<file path="config.mk">
export PLATFORM = sky130hd
export DESIGN_NAME = voice_allocator
export DESIGN_NICKNAME = d
export VERILOG_FILES = /design/src/rtl/voice_pkg.sv /design/src/rtl/voice_steal_select.sv /design/src/rtl/voice_allocator.sv
export SDC_FILE = /design/constraint.sdc
export NUM_CORES = 1
export LEC_CHECK = 0
export CORE_UTILIZATION = 25
export DETAILED_ROUTE_END_ITERATION = 16
export GPL_TIMING_DRIVEN = 0
export HOLD_SLACK_MARGIN = 0.12
export SYNTH_ARGS = -nofsm -noshare
export SYNTH_HDL_FRONTEND = slang
export SYNTH_SLANG_ARGS = --single-unit
export TNS_END_PERCENT = 50
</file>
<file path="constraint.sdc">
create_clock -name clk_in -period 44.2 [get_ports clk_in]
set_input_delay 4.42 -clock clk_in [delete_from_list [all_inputs] [get_ports clk_in]]
set_output_delay 4.42 -clock clk_in [all_outputs]
set_load 0.01 [all_outputs]
</file>
<file path="src/rtl/voice_pkg.sv">
// Shared constants and types for the voice allocator.
// Holds the key and voice pool sizes, the voice record layout and a
// saturating age increment used by the allocator.
package voice_pkg;

    localparam int NUM_KEYS   = 24;
    localparam int NUM_VOICES = 8;
    localparam int AGE_W      = 16;
    localparam int KEY_W      = $clog2(NUM_KEYS);
    localparam int VOICE_W    = $clog2(NUM_VOICES);

    localparam logic [AGE_W-1:0] AGE_MAX = '1;

    typedef logic [KEY_W-1:0]   key_idx_t;
    typedef logic [VOICE_W-1:0] voice_idx_t;

    typedef struct packed {
        key_idx_t         note;
        logic             active;
        logic [AGE_W-1:0] age;
    } voice_t;

    // Age counter saturates so a very long held note stays "oldest"
    // instead of wrapping to look freshly started.
    function automatic logic [AGE_W-1:0] age_inc(input logic [AGE_W-1:0] age);
        return (age == AGE_MAX) ? age : age + 1'b1;
    endfunction

endpackage

</file>
<file path="src/rtl/voice_steal_select.sv">
// Combinational voice pool scan.
// Ports:
//   voices     - current registered state of every voice
//   free_idx   - lowest-index inactive voice (valid when free_found)
//   free_found - at least one voice is inactive
//   oldest_idx - voice with the largest age, lowest index on ties
module voice_steal_select
    import voice_pkg::*;
(
    input  voice_t [NUM_VOICES-1:0] voices,
    output voice_idx_t              free_idx,
    output logic                    free_found,
    output voice_idx_t              oldest_idx
);

    logic [AGE_W-1:0] best_age;

    // NOTE: every output gets a default before the loops so no path leaves
    // a value unassigned; otherwise synthesis infers a latch.
    always_comb begin
        free_found = 1'b0;
        free_idx   = '0;
        // Scanning downward lets the lowest free index win.
        for (int v = NUM_VOICES - 1; v >= 0; v--) begin
            if (!voices[v].active) begin
                free_found = 1'b1;
                free_idx   = voice_idx_t'(v);
            end
        end
    end

    always_comb begin
        best_age   = voices[0].age;
        oldest_idx = '0;
        // Strict greater-than keeps the lowest index on equal ages.
        for (int v = 1; v < NUM_VOICES; v++) begin
            if (voices[v].age > best_age) begin
                best_age   = voices[v].age;
                oldest_idx = voice_idx_t'(v);
            end
        end
    end

endmodule

</file>
<file path="src/rtl/voice_allocator.sv">
// Polyphonic voice allocator.
// Captures key trigger pulses into a pending set, services one key per
// cycle (retrigger owner, else lowest free voice, else steal the oldest),
// and releases voices whose key gate has dropped.
// Ports:
//   clk_in            - system clock
//   rst_in            - synchronous active-high reset
//   gate_in           - per-key held level
//   trigger_in        - per-key single-cycle press pulse
//   voice_note_out    - key index owned by each voice
//   voice_active_out  - voice currently sounding
//   voice_trigger_out - one-cycle pulse, voice (re)started
//   voice_release_out - one-cycle pulse, voice released
//   steal_out         - one-cycle pulse, allocation stole an active voice
module voice_allocator
    import voice_pkg::*;
(
    input  logic                               clk_in,
    input  logic                               rst_in,
    input  logic [NUM_KEYS-1:0]                gate_in,
    input  logic [NUM_KEYS-1:0]                trigger_in,
    output logic [NUM_VOICES-1:0][KEY_W-1:0]   voice_note_out,
    output logic [NUM_VOICES-1:0]              voice_active_out,
    output logic [NUM_VOICES-1:0]              voice_trigger_out,
    output logic [NUM_VOICES-1:0]              voice_release_out,
    output logic                               steal_out
);

    voice_t [NUM_VOICES-1:0] voices_q, voices_d;
    logic   [NUM_KEYS-1:0]   pending_q, pending_d, serviced;
    logic   [NUM_VOICES-1:0] trig_d, rel_d;
    logic                    steal_d;

    logic       pend_found;
    key_idx_t   sel_key;
    logic       owner_found;
    voice_idx_t owner_idx;
    voice_idx_t free_idx, oldest_idx, target_idx;
    logic       free_found;

    voice_steal_select u_select (
        .voices     (voices_q),
        .free_idx   (free_idx),
        .free_found (free_found),
        .oldest_idx (oldest_idx)
    );

    // Lowest-index pending key.
    always_comb begin
        pend_found = 1'b0;
        sel_key    = '0;
        for (int k = NUM_KEYS - 1; k >= 0; k--) begin
            if (pending_q[k]) begin
                pend_found = 1'b1;
                sel_key    = key_idx_t'(k);
            end
        end
    end

    // Does an active voice already own the selected key?
    always_comb begin
        owner_found = 1'b0;
        owner_idx   = '0;
        for (int v = 0; v < NUM_VOICES; v++) begin
            if (voices_q[v].active && voices_q[v].note == sel_key) begin
                owner_found = 1'b1;
                owner_idx   = voice_idx_t'(v);
            end
        end
    end

    always_comb begin
        target_idx = owner_found ? owner_idx : (free_found ? free_idx : oldest_idx);
        steal_d    = pend_found && !owner_found && !free_found;

        serviced = '0;
        serviced[sel_key] = pend_found;
        pending_d = (pending_q | trigger_in) & gate_in & ~serviced;

        // Decisions use the registered active vector, so a voice releasing
        // this cycle only becomes free for allocation next cycle.
        for (int v = 0; v < NUM_VOICES; v++) begin
            voices_d[v] = voices_q[v];
            trig_d[v]   = 1'b0;
            rel_d[v]    = 1'b0;
            if (pend_found && target_idx == voice_idx_t'(v)) begin
                // Allocation wins over release; a stolen voice never pulses release.
                if (!owner_found) begin
                    voices_d[v].note = sel_key;
                end
                voices_d[v].active = 1'b1;
                voices_d[v].age    = '0;
                trig_d[v]          = 1'b1;
            end else if (voices_q[v].active && !gate_in[voices_q[v].note]) begin
                voices_d[v].active = 1'b0;
                voices_d[v].age    = '0;
                rel_d[v]           = 1'b1;
            end else if (voices_q[v].active) begin
                voices_d[v].age = age_inc(voices_q[v].age);
            end
        end
    end

    // NOTE: sequential state uses non-blocking assignments so every register
    // samples pre-edge values; the voice records are few flops, not a RAM,
    // so they are all reset.
    always_ff @(posedge clk_in) begin
        if (rst_in) begin
            voices_q          <= '0;
            pending_q         <= '0;
            voice_trigger_out <= '0;
            voice_release_out <= '0;
            steal_out         <= 1'b0;
        end else begin
            voices_q          <= voices_d;
            pending_q         <= pending_d;
            voice_trigger_out <= trig_d;
            voice_release_out <= rel_d;
            steal_out         <= steal_d;
        end
    end

    always_comb begin
        for (int v = 0; v < NUM_VOICES; v++) begin
            voice_note_out[v]   = voices_q[v].note;
            voice_active_out[v] = voices_q[v].active;
        end
    end

endmodule

</file>
==> summary.md, run 1 <==
| Metric | Value |
|---|---|
| R2r setup slk | `about 23 ns` |
| Number of setup buffers added after CTS | `0` |
| Cts repair resizes | `0` |
| Max-Cap Viols | `0` |
| Crit-path most repeated cell | `a21oi_1` |
| Area of the core | `64800 um2` |
| Post-Syn Area | `16500 um2` |
| Nets | `around 2200` |
| RSZ-0062 raised after global routing | `no` |
| Crit path max-delay family | `compound AO/OA/AOI/OAI gates` |
| Routability cong. | `~0.90` |
| Crit path kind | `reg2reg` |
| CP Max Fanout | `10` |
| Cts hold-fix bufs | `0` |
| CP endpoint kind | `flop` |
| TritonCTS clock tree | `yes` |
| Avg Synthesized Cell Area | `approximately 8.5 um2` |
| Aggregate global-route resource usage | `0.157` |
| Worst Max-Slew Pin Slew | `1.24 ns` |
| Setup TNS | `0 ns` |
| Slew HR | `0.161` |
| Initial DRT Pass Iterations | `5` |
| Total CTS buffers | `27` |
| Antenna violations before repair | `1` |
| Highest clock rate | `between 40 and 50 MHz` |
| Post-synth top area cell | `dfxtp_1` |
| Row count | `93` |
| HP Class | `reg2reg` |
| Number of port buffers | `around 110` |
| Initial drt markers | `around 1200` |
| Number of global-route vias before repair | `roughly 14000` |
| Drt via density | `approximately 5` |
| Synth top area share | `0.264` |
| Post-synth EDFFs | `0` |
| DP HPWL | `just over 40 mm` |
| Fillers | `between 6000 and 7000` |
| First-pass GRT wire length | `roughly 83 mm` |
| Routed via count | `about 15000` |
| Crit path largest cell delay | `about 1 ns` |
| WP data required | `about 45 ns` |
| Layout cells sized above 1 | `0.129` |
| Yosys warns | `0` |
| Die ar. | `around 67000 um2` |
| FFs w/ async S/R, synth | `0` |
| Total grt overflow | `0` |
| CTS H-tree depth | `1` |
| Die height | `~260 um` |
| Skew final | `0.0377 ns` |
| Distinct cells, synth | `86` |
| Final Hold Vio Count | `0` |
| Starting Density | `0.254` |
| TritonCTS sink count | `~220` |
| CTS Root Cell | `clkbuf_16` |
| Worst Path Buf+Inv | `17` |
| CTS Buffer Depth | `3` |
| Largest net degree at the start of global routing | `15` |
| P&R area growth vs syn | `19.7%` |
| # setup viols final | `0` |
| Total Wirelength | `around 53 mm` |
| Syn Inst Count | `just under 2000` |
| Ys flop type | `dfxtp_1` |
| Post-Syn Nets | `about 2100` |
| Most frequent cell after synthesis | `nor2_1` |
| Max-slew violation count | `0` |
| Antenna viol nets, final | `0` |
| WL/cell | `roughly 18 um` |
| Commonest cells in the netlist | `nor2_1 (240), dfxtp_1 (217), nand2_1 (137), ha_1 (116), inv_1 (109)` |
| CP max-delay cell | `o41ai_1` |
| Worst Path Arrival | `roughly 22 ns` |
| Number of remaining DRC errors | `0` |
| Post-layout min period | `about 21 ns` |
| Status | `completed` |
| Final cycle utilization of the critical path | `0.486` |
| Clock transition at the registers of the reported paths | `0.07 ns` |
| Ranking of synthesized cells by area | `dfxtp_1 (26%), ha_1 (8.8%), mux4_2 (7.7%)` |
| DIE WIDTH | `between 200 and 300 um` |
| Sequential-to-total area share from yosys stat | `0.264` |
| IO Pins | `around 120` |
| Synth Register Bits | `roughly 220` |
| Worst setup SP type | `flop` |
| Worst skew pair latency | `about 0.6 ns` |
## worst register-to-register path, delay by kind of cell (launching register included)
kind / cells / cell delay [ns]
flops: 1 / 0.40
simple gates: 28 / 5.20
buf+inv: 17 / 5.19
fa+ha+maj: 7 / 1.89
compound gates: 27 / 6.58
mux: 5 / 2.08
## sequential cells by signal (all words and copies together) (netlist names)
| signal | flops |
|---|---|
| pending_q | 24 |
| steal_out | 1 |
| voice_active_out | 8 |
| voice_note_out | 40 |
| voice_release_out | 8 |
| voice_trigger_out | 8 |
| voices_q | 128 |
## final timing paths
check,start,to,depth (start not counted)
setup / recovery,voices_q[15],voice_release_out[6],84
hold / removal,voices_q[111],voices_q[111],2
setup reg to reg,voices_q[15],voice_release_out[6],84
hold reg to reg,voices_q[111],voices_q[111],2
## layout make-up
class	instances	area [um2]	share of cell area
Clock inverter	16	279	0.0142
Buffer	123	728	0.0369
Multi-Input combinational cell	1492	11000	0.558
Sequential cell	217	4340	0.220
Inverter	109	409	0.0208
Timing Repair Buffer	113	1130	0.0574
Clock buffer	34	752	0.0382
Tap cell	855	1070	0.0543
Antenna cell	1	2.50	0.000127
## per-stage QoR
| step | hold slack, ns | cells | utilization | setup WS [ns] | cell area (um2) |
|---|---|---|---|---|---|
| after global placement | 0.506 | 2909 | 0.288 | 22.89 | 18700 |
| after detailed placement | 0.512 | 2909 | 0.288 | 22.79 | 18700 |
| after global routing | 0.564 | 2959 | 0.304 | 21.14 | 19700 |
| final | 0.524 | 2960 | 0.304 | 22.70 | 19700 |
| after floorplan | 0.480 | 1941 | - | 27.35 | 16500 |
| after CTS | 0.522 | 2959 | 0.304 | 22.72 | 19700 |
## logic make-up after synthesis
| kind of cell | after synthesis | share of synthesized area |
|---|---|---|
| simple gates | 731 | 0.216 |
| compound gates | 360 | 0.154 |
| buf+inv | 232 | 0.0691 |
| flops | 217 | 0.264 |
| mux | 149 | 0.137 |
| xor+xnor | 136 | 0.0723 |
| fa+ha+maj | 116 | 0.0881 |
## metal layers
| metal | GRT usage | part of all wire | vias up |
|---|---|---|---|
| li1 | - | - | 7288 |
| met1 | 0.221 | 0.47 | 7104 |
| met2 | 0.243 | 0.43 | 483 |
| met3 | 0.0255 | 0.067 | 99 |
| met4 | 0.0510 | 0.033 | 0 |
| met5 | 0 | 0 | - |
## layout by cell type (no fill, tap or decap), types with 14 or more instances in the layout
cell	count
and3_1	34
or3_1	22
nand2_1	137
xnor2_1	72
o211ai_1	32
nor2_1	240
a31o_2	19
clkbuf_16	27
a31oi_1	14
nand3_1	86
inv_1	109
buf_4	56
nand4_1	41
nor4_1	16
o21ai_0	55
nand2b_1	20
a21oi_1	103
nor3_1	55
mux4_2	56
clkbuf_1	52
mux2i_1	45
mux2_2	48
a21o_1	24
xor2_1	64
nor2b_1	20
ha_1	116
dfxtp_1	217
clkdlybuf4s50_1	113
Power of run 1 is not shown: default switching activity piles up to over one toggle a cycle in this logic, so the estimate is an artifact.
==> run 2: changes to the inputs <==
clock period = 21.9 ns   (was 44.2 ns; I/O delays follow)
==> run 2 against run 1 <==
Effect of this change: clock skew fell by 0.0023 ns; die area did not move; fmax rose by 5.4%; core utilization barely moved; flip-flop and latch count did not move; critical path depth rose by 1; setup slack got worse by 21 ns; non-clock buffer count fell by 1; design area barely moved; hold slack barely moved; via count rose by 0.11%.
==> summary.md, run 2 (synthesized netlist as in run 1, its figures left out) <==
| Metric | Value |
|---|---|
| Status | `completed` |
| P&R area growth vs syn | `19.7%` |
| Largest register FFs | `128` |
| Drt via density | `about 5.1` |
| Nets | `2248` |
| CTS H-tree depth | `1` |
| Number of global-route vias before repair | `14340` |
| Layout cells sized above 1 | `0.131` |
| Antenna viol nets, final | `0` |
| Worst Path Arrival | `around 21 ns` |
| RSZ-0062 raised after global routing | `no` |
| Max-Cap Viols | `0` |
| Post-layout min period | `around 20 ns` |
| # setup viols final | `0` |
| Largest net degree at the start of global routing | `15` |
| Final cycle utilization of the critical path | `0.931` |
| Number of port buffers | `113` |
| Total CTS buffers | `27` |
| Number of instances in the placed design | `roughly 2900` |
| Clock transition at the registers of the reported paths | `0.07 ns` |
| Post-route insts no fill | `~3000` |
| TritonCTS clock tree | `yes` |
| IO Pins | `approximately 120` |
| Skew final | `0.0354 ns` |
| Total Wirelength | `around 53 mm` |
| TritonCTS sink count | `between 200 and 250` |
| Slew HR | `0.339` |
| Crit path kind | `reg2reg` |
| DIE WIDTH | `approximately 260 um` |
| Number of setup buffers added after CTS | `0` |
| Die height | `roughly 260 um` |
| Routability cong. | `approximately 0.90` |
| Area of the core | `approximately 65000 um2` |
| First-pass GRT wire length | `around 83 mm` |
| CTS Root Cell | `clkbuf_16` |
| Antenna violations before repair | `1` |
| CP max-delay cell | `o41ai_2` |
| Number of remaining DRC errors | `0` |
| Starting Density | `0.254` |
| Initial drt markers | `1192` |
| Die ar. | `about 67000 um2` |
| Most common cell after layout, fill and taps aside | `nor2_1` |
| CP Max Fanout | `19` |
| Most frequent cells in the layout | `nor2_1 (240), dfxtp_1 (217), nand2_1 (137)` |
| Initial DRT Pass Iterations | `5` |
| Metal-1 WL | `24.6 mm` |
| HP Class | `reg2reg` |
| Final Hold Vio Count | `0` |
| Row count | `93` |
| Worst skew pair latency | `a little under 0.6 ns` |
| Met2 Routed Length | `approximately 23 mm` |
| Met3 WL post-DR | `4.10 mm` |
| Worst Max-Slew Pin Slew | `~0.98 ns` |
| Top Metal Used | `met4` |
| Crit path largest cell delay | `~0.59 ns` |
| Worst setup SP type | `flop` |
| DP HPWL | `41.4 mm` |
| CTS Buffer Depth | `3` |
| Fillers | `6853` |
| Total grt overflow | `0` |
| CP endpoint kind | `flop` |
| Highest clock rate | `between 40 and 50 MHz` |
| Reg with most FFs | `voices_q` |
| WP data required | `about 22 ns` |
| Setup TNS | `0 ns` |
| WL/cell | `between 15 and 20 um` |
| Routed via count | `around 15000` |
| Post-Route Utilization | `0.304` |
| Max-slew violation count | `0` |
| Crit-path most repeated cell | `a21oi_1` |
| Aggregate global-route resource usage | `0.157` |
==> run 2: cell count changes in the layout (fill, tap and decap cells not counted), sizes merged <==
cell  previous run  this run
buf             73        72
==> run 2: worst max-delay path: cells and delay by family (launching register included) <==
kind	cells	cell delay, ns
flops	1	0.40
fa+ha+maj	7	1.84
simple gates	24	4.26
compound gates	33	7.22
mux	5	2.01
buf+inv	16	4.47
==> run 2: worst paths after layout <==
| path | end | slack, ns | depth (start not counted) | from |
|---|---|---|---|---|
| hold reg to reg | voices_q[111] | 0.52 | 2 | voices_q[111] |
| setup reg to reg | voice_release_out[6] | 1.50 | 85 | voices_q[15] |
| hold / removal | voices_q[111] | 0.52 | 2 | voices_q[111] |
| setup / recovery | voice_release_out[6] | 1.50 | 85 | voices_q[15] |
==> run 2: area by class of cell <==
| cell class | count | area [um2] | area share |
|---|---|---|---|
| Timing Repair Buffer | 113 | 1130 | 0.0574 |
| Buffer | 122 | 727 | 0.0369 |
| Inverter | 109 | 409 | 0.0207 |
| Antenna cell | 1 | 2.50 | 0.000127 |
| Tap cell | 855 | 1070 | 0.0543 |
| Clock inverter | 16 | 279 | 0.0141 |
| Multi-Input combinational cell | 1492 | 11000 | 0.558 |
| Clock buffer | 34 | 752 | 0.0381 |
| Sequential cell | 217 | 4340 | 0.220 |
==> run 2: metrics by stage <==
step	hold WS [ns]	area (um2)	setup slack, ns
6_report	0.523	19700	1.50
4_1_cts	0.522	19700	0.421
3_5_place_dp	0.512	18700	0.487
2_1_floorplan	0.480	16500	5.05
3_3_place_gp	0.506	18700	0.593
5_1_grt	0.564	19700	0.0237
==> run 2: timing repair <==
item,in CTS,in global routing
setup endpoints to repair,0,192
gates resized for setup,0,6
hold buffers,0,0
==> run 2: metal layers <==
layer,track usage,up-vias
met2,0.243,548
met1,0.221,7057
met3,0.0255,97
li1,-,7289
met5,0,-
met4,0.0510,0
Power of run 2 is left out for the same reason.
==> run 3: changes to the inputs <==
PLACE_DENSITY = 0.51   (was default)
==> run 3 against run 2 <==
Effect of this change: non-clock buffer count increased by 2; final cell count is 0.10% lower; global-route usage grew 0.79 points; first-iteration DRC count fell by 10%.
==> summary.md, run 3 (synthesized netlist as in run 1, its figures left out) <==
| Metric | Value |
|---|---|
| CP endpoint kind | `flop` |
| Clock transition at the registers of the reported paths | `about 0.060 ns` |
| Post-route insts no fill | `2956` |
| Initial DRT Pass Iterations | `5` |
| Area of the multi-input gates | `11000 um2` |
| Reg with most FFs | `voices_q` |
| Final cycle utilization of the critical path | `0.934` |
| DP HPWL | `between 40 and 50 mm` |
| Row count | `93` |
| Status | `completed` |
| Routed via count | `~15000` |
| Max-slew violation count | `0` |
| Met2 Routed Length | `between 20 and 30 mm` |
| Metal-1 WL | `25.8 mm` |
| Largest net degree at the start of global routing | `15` |
| Starting Density | `0.254` |
| Met3 WL post-DR | `approximately 3.6 mm` |
| Crit-path most repeated cell | `a21oi_1` |
| Crit path largest cell delay | `between 0.5 and 0.6 ns` |
| Aggregate global-route resource usage | `0.165` |
| Worst setup SP type | `flop` |
| Largest register FFs | `around 130` |
| Total Wirelength | `56.2 mm` |
| CTS H-tree depth | `1` |
| Final Hold Vio Count | `0` |
| Highest clock rate | `48.9 MHz` |
| Crit path kind | `reg2reg` |
| Number of diodes | `0` |
| Drt via density | `a little over 5` |
| Final hold slack | `roughly 0.53 ns` |
| RSZ-0062 raised after global routing | `no` |
| WP data required | `roughly 22 ns` |
| Skew final | `between 0.04 and 0.05 ns` |
| Area of the core | `64800 um2` |
| Most frequent cells in the layout | `nor2_1 (240), dfxtp_1 (217), nand2_1 (137)` |
| Worst Max-Slew Pin Slew | `0.941 ns` |
| Crit path max-delay family | `compound AO/OA/AOI/OAI gates` |
| Sequential cell area | `around 4300 um2` |
| Die ar. | `around 67000 um2` |
| # setup viols final | `0` |
| IO Pins | `115` |
| Fillers | `6775` |
| CTS Root Cell | `clkbuf_16` |
| Max-Cap Viols | `0` |
| Cts hold-fix bufs | `0` |
| WL/cell | `approximately 19 um` |
| P&R area growth vs syn | `19.2%` |
| Post-layout min period | `~20 ns` |
| First-pass GRT wire length | `87.1 mm` |
| Most common cell after layout, fill and taps aside | `nor2_1` |
| Worst Path Buf+Inv | `17` |
| Worst Path Arrival | `roughly 21 ns` |
| Die height | `259 um` |
| CP max-delay cell | `or4_4` |
| Routability cong. | `0.901` |
| Number of port buffers | `around 110` |
| Top Metal Used | `met4` |
| Total grt overflow | `0` |
| Number of global-route vias before repair | `between 10000 and 15000` |
| Nets | `2250` |
| CP Max Fanout | `10` |
| TritonCTS sink count | `roughly 220` |
| Final worst slack | `1.45 ns` |
| Initial drt markers | `between 1000 and 1500` |
| Worst skew pair latency | `roughly 0.6 ns` |
| Setup TNS | `0 ns` |
| Slew HR | `0.356` |
| Number of instances in the placed design | `about 2900` |
| HP Class | `reg2reg` |
| Total CTS buffers | `27` |
| DIE WIDTH | `259 um` |
| Setup WS pre-CTS | `roughly 0.19 ns` |
| CTS Buffer Depth | `3` |
| TritonCTS clock tree | `yes` |
| Layout cells sized above 1 | `0.130` |
| Antenna viol nets, final | `0` |
| Number of remaining DRC errors | `0` |
| Antenna violations before repair | `3` |
-- run 3: cell types whose count changed in the layout (fill, tap and decap cells not counted), sizes merged --
cell | previous run | this run
diode | 1 | 0
bufinv | 7 | 3
clkinv | 6 | 3
buf | 72 | 73
clkbuf | 84 | 88
-- run 3: final cells by class --
cell class	count	area share
inverters	109	0.0208
multi-input cells	1492	0.561
clock inverters	9	0.00733
clock buffers	37	0.0399
flip-flops and latches	217	0.221
repair buffers	114	0.0579
plain buffers	123	0.0374
well taps	855	0.0545
-- run 3: metrics by stage --
step                      area [um2]   util
after floorplan                16500      -
after global placement         18700  0.288
after detailed placement       18700  0.288
after CTS                      19600  0.302
after global routing           19600  0.303
final                          19600  0.303
-- run 3: final timing paths --
kind	to	slack, ns	from	cells past startpoint
worst max-delay path	voice_release_out[6]	1.45	voices_q[15]	86
worst min-delay path	voices_q[111]	0.53	voices_q[111]	2
worst max register to register	voice_release_out[6]	1.45	voices_q[15]	86
worst min register to register	voices_q[111]	0.53	voices_q[111]	2
-- run 3: worst register-to-register path: cells and delay by family (launching register included) --
family                     cells  cell delay (ns)
muxes                          4             1.61
DFF                            1             0.39
buffers and inverters         17             4.51
AOI/OAI and AO/OA             35             7.87
and+or+nand+nor               23             4.14
adders and majority gates      7             1.76
-- run 3: timing repair --
item                       in CTS  in global routing
resized for setup               0                 10
setup endpoints to repair       0                192
buffers inserted                0                  0
-- run 3: layer usage --
| layer | vias to the layer above | track usage |
|---|---|---|
| li1 | 7285 | - |
| met2 | 494 | 0.267 |
| met4 | 0 | 0.0462 |
| met1 | 7416 | 0.229 |
| met5 | - | 0 |
| met3 | 96 | 0.0232 |
Power of run 3 is left out for the same reason.
==> variant, RTL diff (settings of run 3) <==
The package constant `AGE_W` goes from 16 to 32.
--- a/src/rtl/voice_pkg.sv
+++ b/src/rtl/voice_pkg.sv
@@ -5,7 +5,7 @@
 
     localparam int NUM_KEYS   = 24;
     localparam int NUM_VOICES = 8;
-    localparam int AGE_W      = 16;
+    localparam int AGE_W      = 32;
     localparam int KEY_W      = $clog2(NUM_KEYS);
     localparam int VOICE_W    = $clog2(NUM_VOICES);
 
Check against the original RTL: no difference found for any inputs over 4 cycles, from zero or initial values and one cycle with rst_in high; that may be too few to reach the edited logic, so the function may still have changed.
==> variant against run 3 <==
Worst setup slack got worse by 0.18 ns; worst hold slack worse by 0.011 ns; clock skew down 0.012 ns; synthesized area increased by 58%; cell area is 55% higher; sequential cell count grew 128; synthesized cell count increased by 58%; via count increased by 50%; wire length grew 55%; fmax is 0.88% lower; critical path type unchanged.
==> variant: results (changes against run 3) <==
** Synthesis
- Most frequent cells after synthesis :: 345 x sky130_fd_sc_hd__dfxtp_1, 292 x sky130_fd_sc_hd__nor2_1, 264 x sky130_fd_sc_hd__nand2_1
- The number of distinct library cell variants in the gate-level netlist after synthesis came to 91 (+5.8%).
- Warnings from Yosys :: 0 (unchanged)
- By area the synthesized netlist is led by sky130_fd_sc_hd__dfxtp_1 27%, sky130_fd_sc_hd__ha_1 11%, sky130_fd_sc_hd__xnor2_1 6.0%.
- Total nets after synthesis :: 3353 (+59%)

** Timing
- The slew at the pin closest to its max-slew limit came to 1.20 ns (+0.258 ns).
- The tightest hold margin came to 0.523 ns (-0.0106 ns).
- Final clock skew :: 0.0290 ns (-0.0117 ns)
- The achievable frequency was 48.5 MHz (-0.88%).

** Drt
- The number of detailed-routing iterations run before antenna repair was 5 (unchanged).
- The wire length per cell came to 18.7 µm (-1.5%).
- The length of routed met2 wiring was 38600 µm (+53%).
- The number of DRC violations after detailed-routing iteration 0 was 1780 (+66%).
- The vias after detailed routing was 22924 (+50%).
- Wire length on met3 :: 4310 µm (+18%)
- Routed metal-1 wirelength :: 42100 µm (+63%)

** Layout
- Number of flip-flops in the largest register :: 256 (+100%)
- Number of nets at the end of the flow :: 3521 (+56%)
- Share of layout cells above drive strength 1 :: 11.9% (-1.1 points)

** Clock tree
- Maximum level of the CTS H-tree :: 2 (+1)
- Number of buffers added by the clock tree synthesis step :: 40 (+48%)

** Global routing
- Wire length of the first global-routing pass :: 134000 µm (+54%)
- The global routing usage summed across all routing layers came to 16.5% (-0.051 points).
- Vias in the first global route :: 22229 (+49%)

** Worst setup path
- Longest individual stage delay on the worst path :: 0.48 ns (-0.10 ns)
- Worst setup path endpoint :: voices_q[173]
- Worst path arrival time :: 21.08 ns (+0.18 ns)
- The cell count of the worst reg-to-reg path came to 90 (+4.7%).
- The reg-to-reg setup timing slack is 1.26 ns (-0.18 ns).
- Worst-path cell with the longest stage delay :: sky130_fd_sc_hd__nor4_4
- Launching point of the worst reg2reg path :: voices_q[14]

** Run status
- Run status :: complete, no violations

** Placed design
- Detailed placer's ending HPWL :: 67700 µm (+53%)
- Final weighted congestion in routability-driven placement :: 0.898 (-0.34%)
- The post-placement worst setup slack is -3.93 ns (-4.12 ns).
- # port buffers :: 114 (+0.88%)

** Power and ir drop
- Leakage power of the design :: 11.9 nW
variant: cell types whose count changed after synthesis, moves of 48 or more:
cell                      change
sky130_fd_sc_hd__and3_1      +48
sky130_fd_sc_hd__mux2i_1     +71
sky130_fd_sc_hd__nor2_1      +52
sky130_fd_sc_hd__dfxtp_1    +128
sky130_fd_sc_hd__inv_1       +90
sky130_fd_sc_hd__nand2_1    +127
sky130_fd_sc_hd__ha_1       +112
sky130_fd_sc_hd__nand4_1     +52
sky130_fd_sc_hd__nor3_1      +95
sky130_fd_sc_hd__xnor2_1    +106
variant: power groups by stage:
stage                     logic (W)  registers [W]  clock network [W]
final                       0.00226       0.000680           0.000672
after global routing        0.00250       0.000683           0.000717
after CTS                   0.00219       0.000680           0.000693
after detailed placement    0.00213       0.000694                  0
after global placement      0.00212       0.000694                  0
after floorplan             0.00148       0.000684                  0
variant: how the worst min path moves through the flow:
stage	start	to	depth (start not counted)
after floorplan	voice_note_out[28]	voice_note_out[28]	2
after global placement	voice_note_out[28]	voice_note_out[28]	2
after detailed placement	voice_note_out[28]	voice_note_out[28]	2
after CTS	voice_note_out[28]	voice_note_out[28]	2
after global routing	voice_note_out[9]	voice_note_out[9]	2
final	voice_note_out[28]	voice_note_out[28]	2
variant: through the flow:
stage               power, W  area, µm²  cells  TNS (ns)
finish               0.00362      30500   4641         0
global route         0.00390      30500   4640   -0.0134
CTS                  0.00357      30300   4635         0
detailed placement   0.00282      28800   4557  -1062.30
global placement     0.00281      28800   4557  -1125.41
floorplan            0.00216      25900   3075         0
variant: cells by family after synthesis:
kind of cell               after synthesis  synth area share [%]
and+or+nand+nor                       1162                  22.0
AOI/OAI and AO/OA                      442                  11.6
buffers and inverters                  357                  6.04
DFF                                    345                  26.6
xor gates and xnor gates               276                  9.32
muxes                                  265                  13.4
adders and majority gates              228                  11.0
variant: worst reg2reg max path: cells and delay by family (launching register included):
kind                     cells  cell delay (ns)
AO/OA/AOI/OAI               45            10.00
AND/OR/NAND/NOR             18             3.35
buffers and inverters       15             3.01
adder cells (fa/ha/maj)      7             1.99
multiplexers                 5             1.72
flip-flops                   1             0.43
variant: area by class of cell:
type                    count  area, µm²
clock buffers              64       1180
repair buffers            129       1280
inverters                 200        751
plain buffers             154        878
diodes                      1       2.50
flip-flops and latches    345       6910
well taps                1368       1710
multi-input cells        2373      17700
fillers                 10940      71800
clock inverters             7       71.3
variant: layer usage:
metal	global-route usage (%)	up-vias
met5	0	-
met4	3.77	0
met3	2.25	111
met2	26.3	554
met1	23.3	10923
li1	-	11336
variant: what timing repair did:
action                     CTS  global route
hold endpoints to repair     0             0
resized for setup           47            61
setup endpoints to repair  320           320
pin swaps                    4             4
setup buffers                8             7
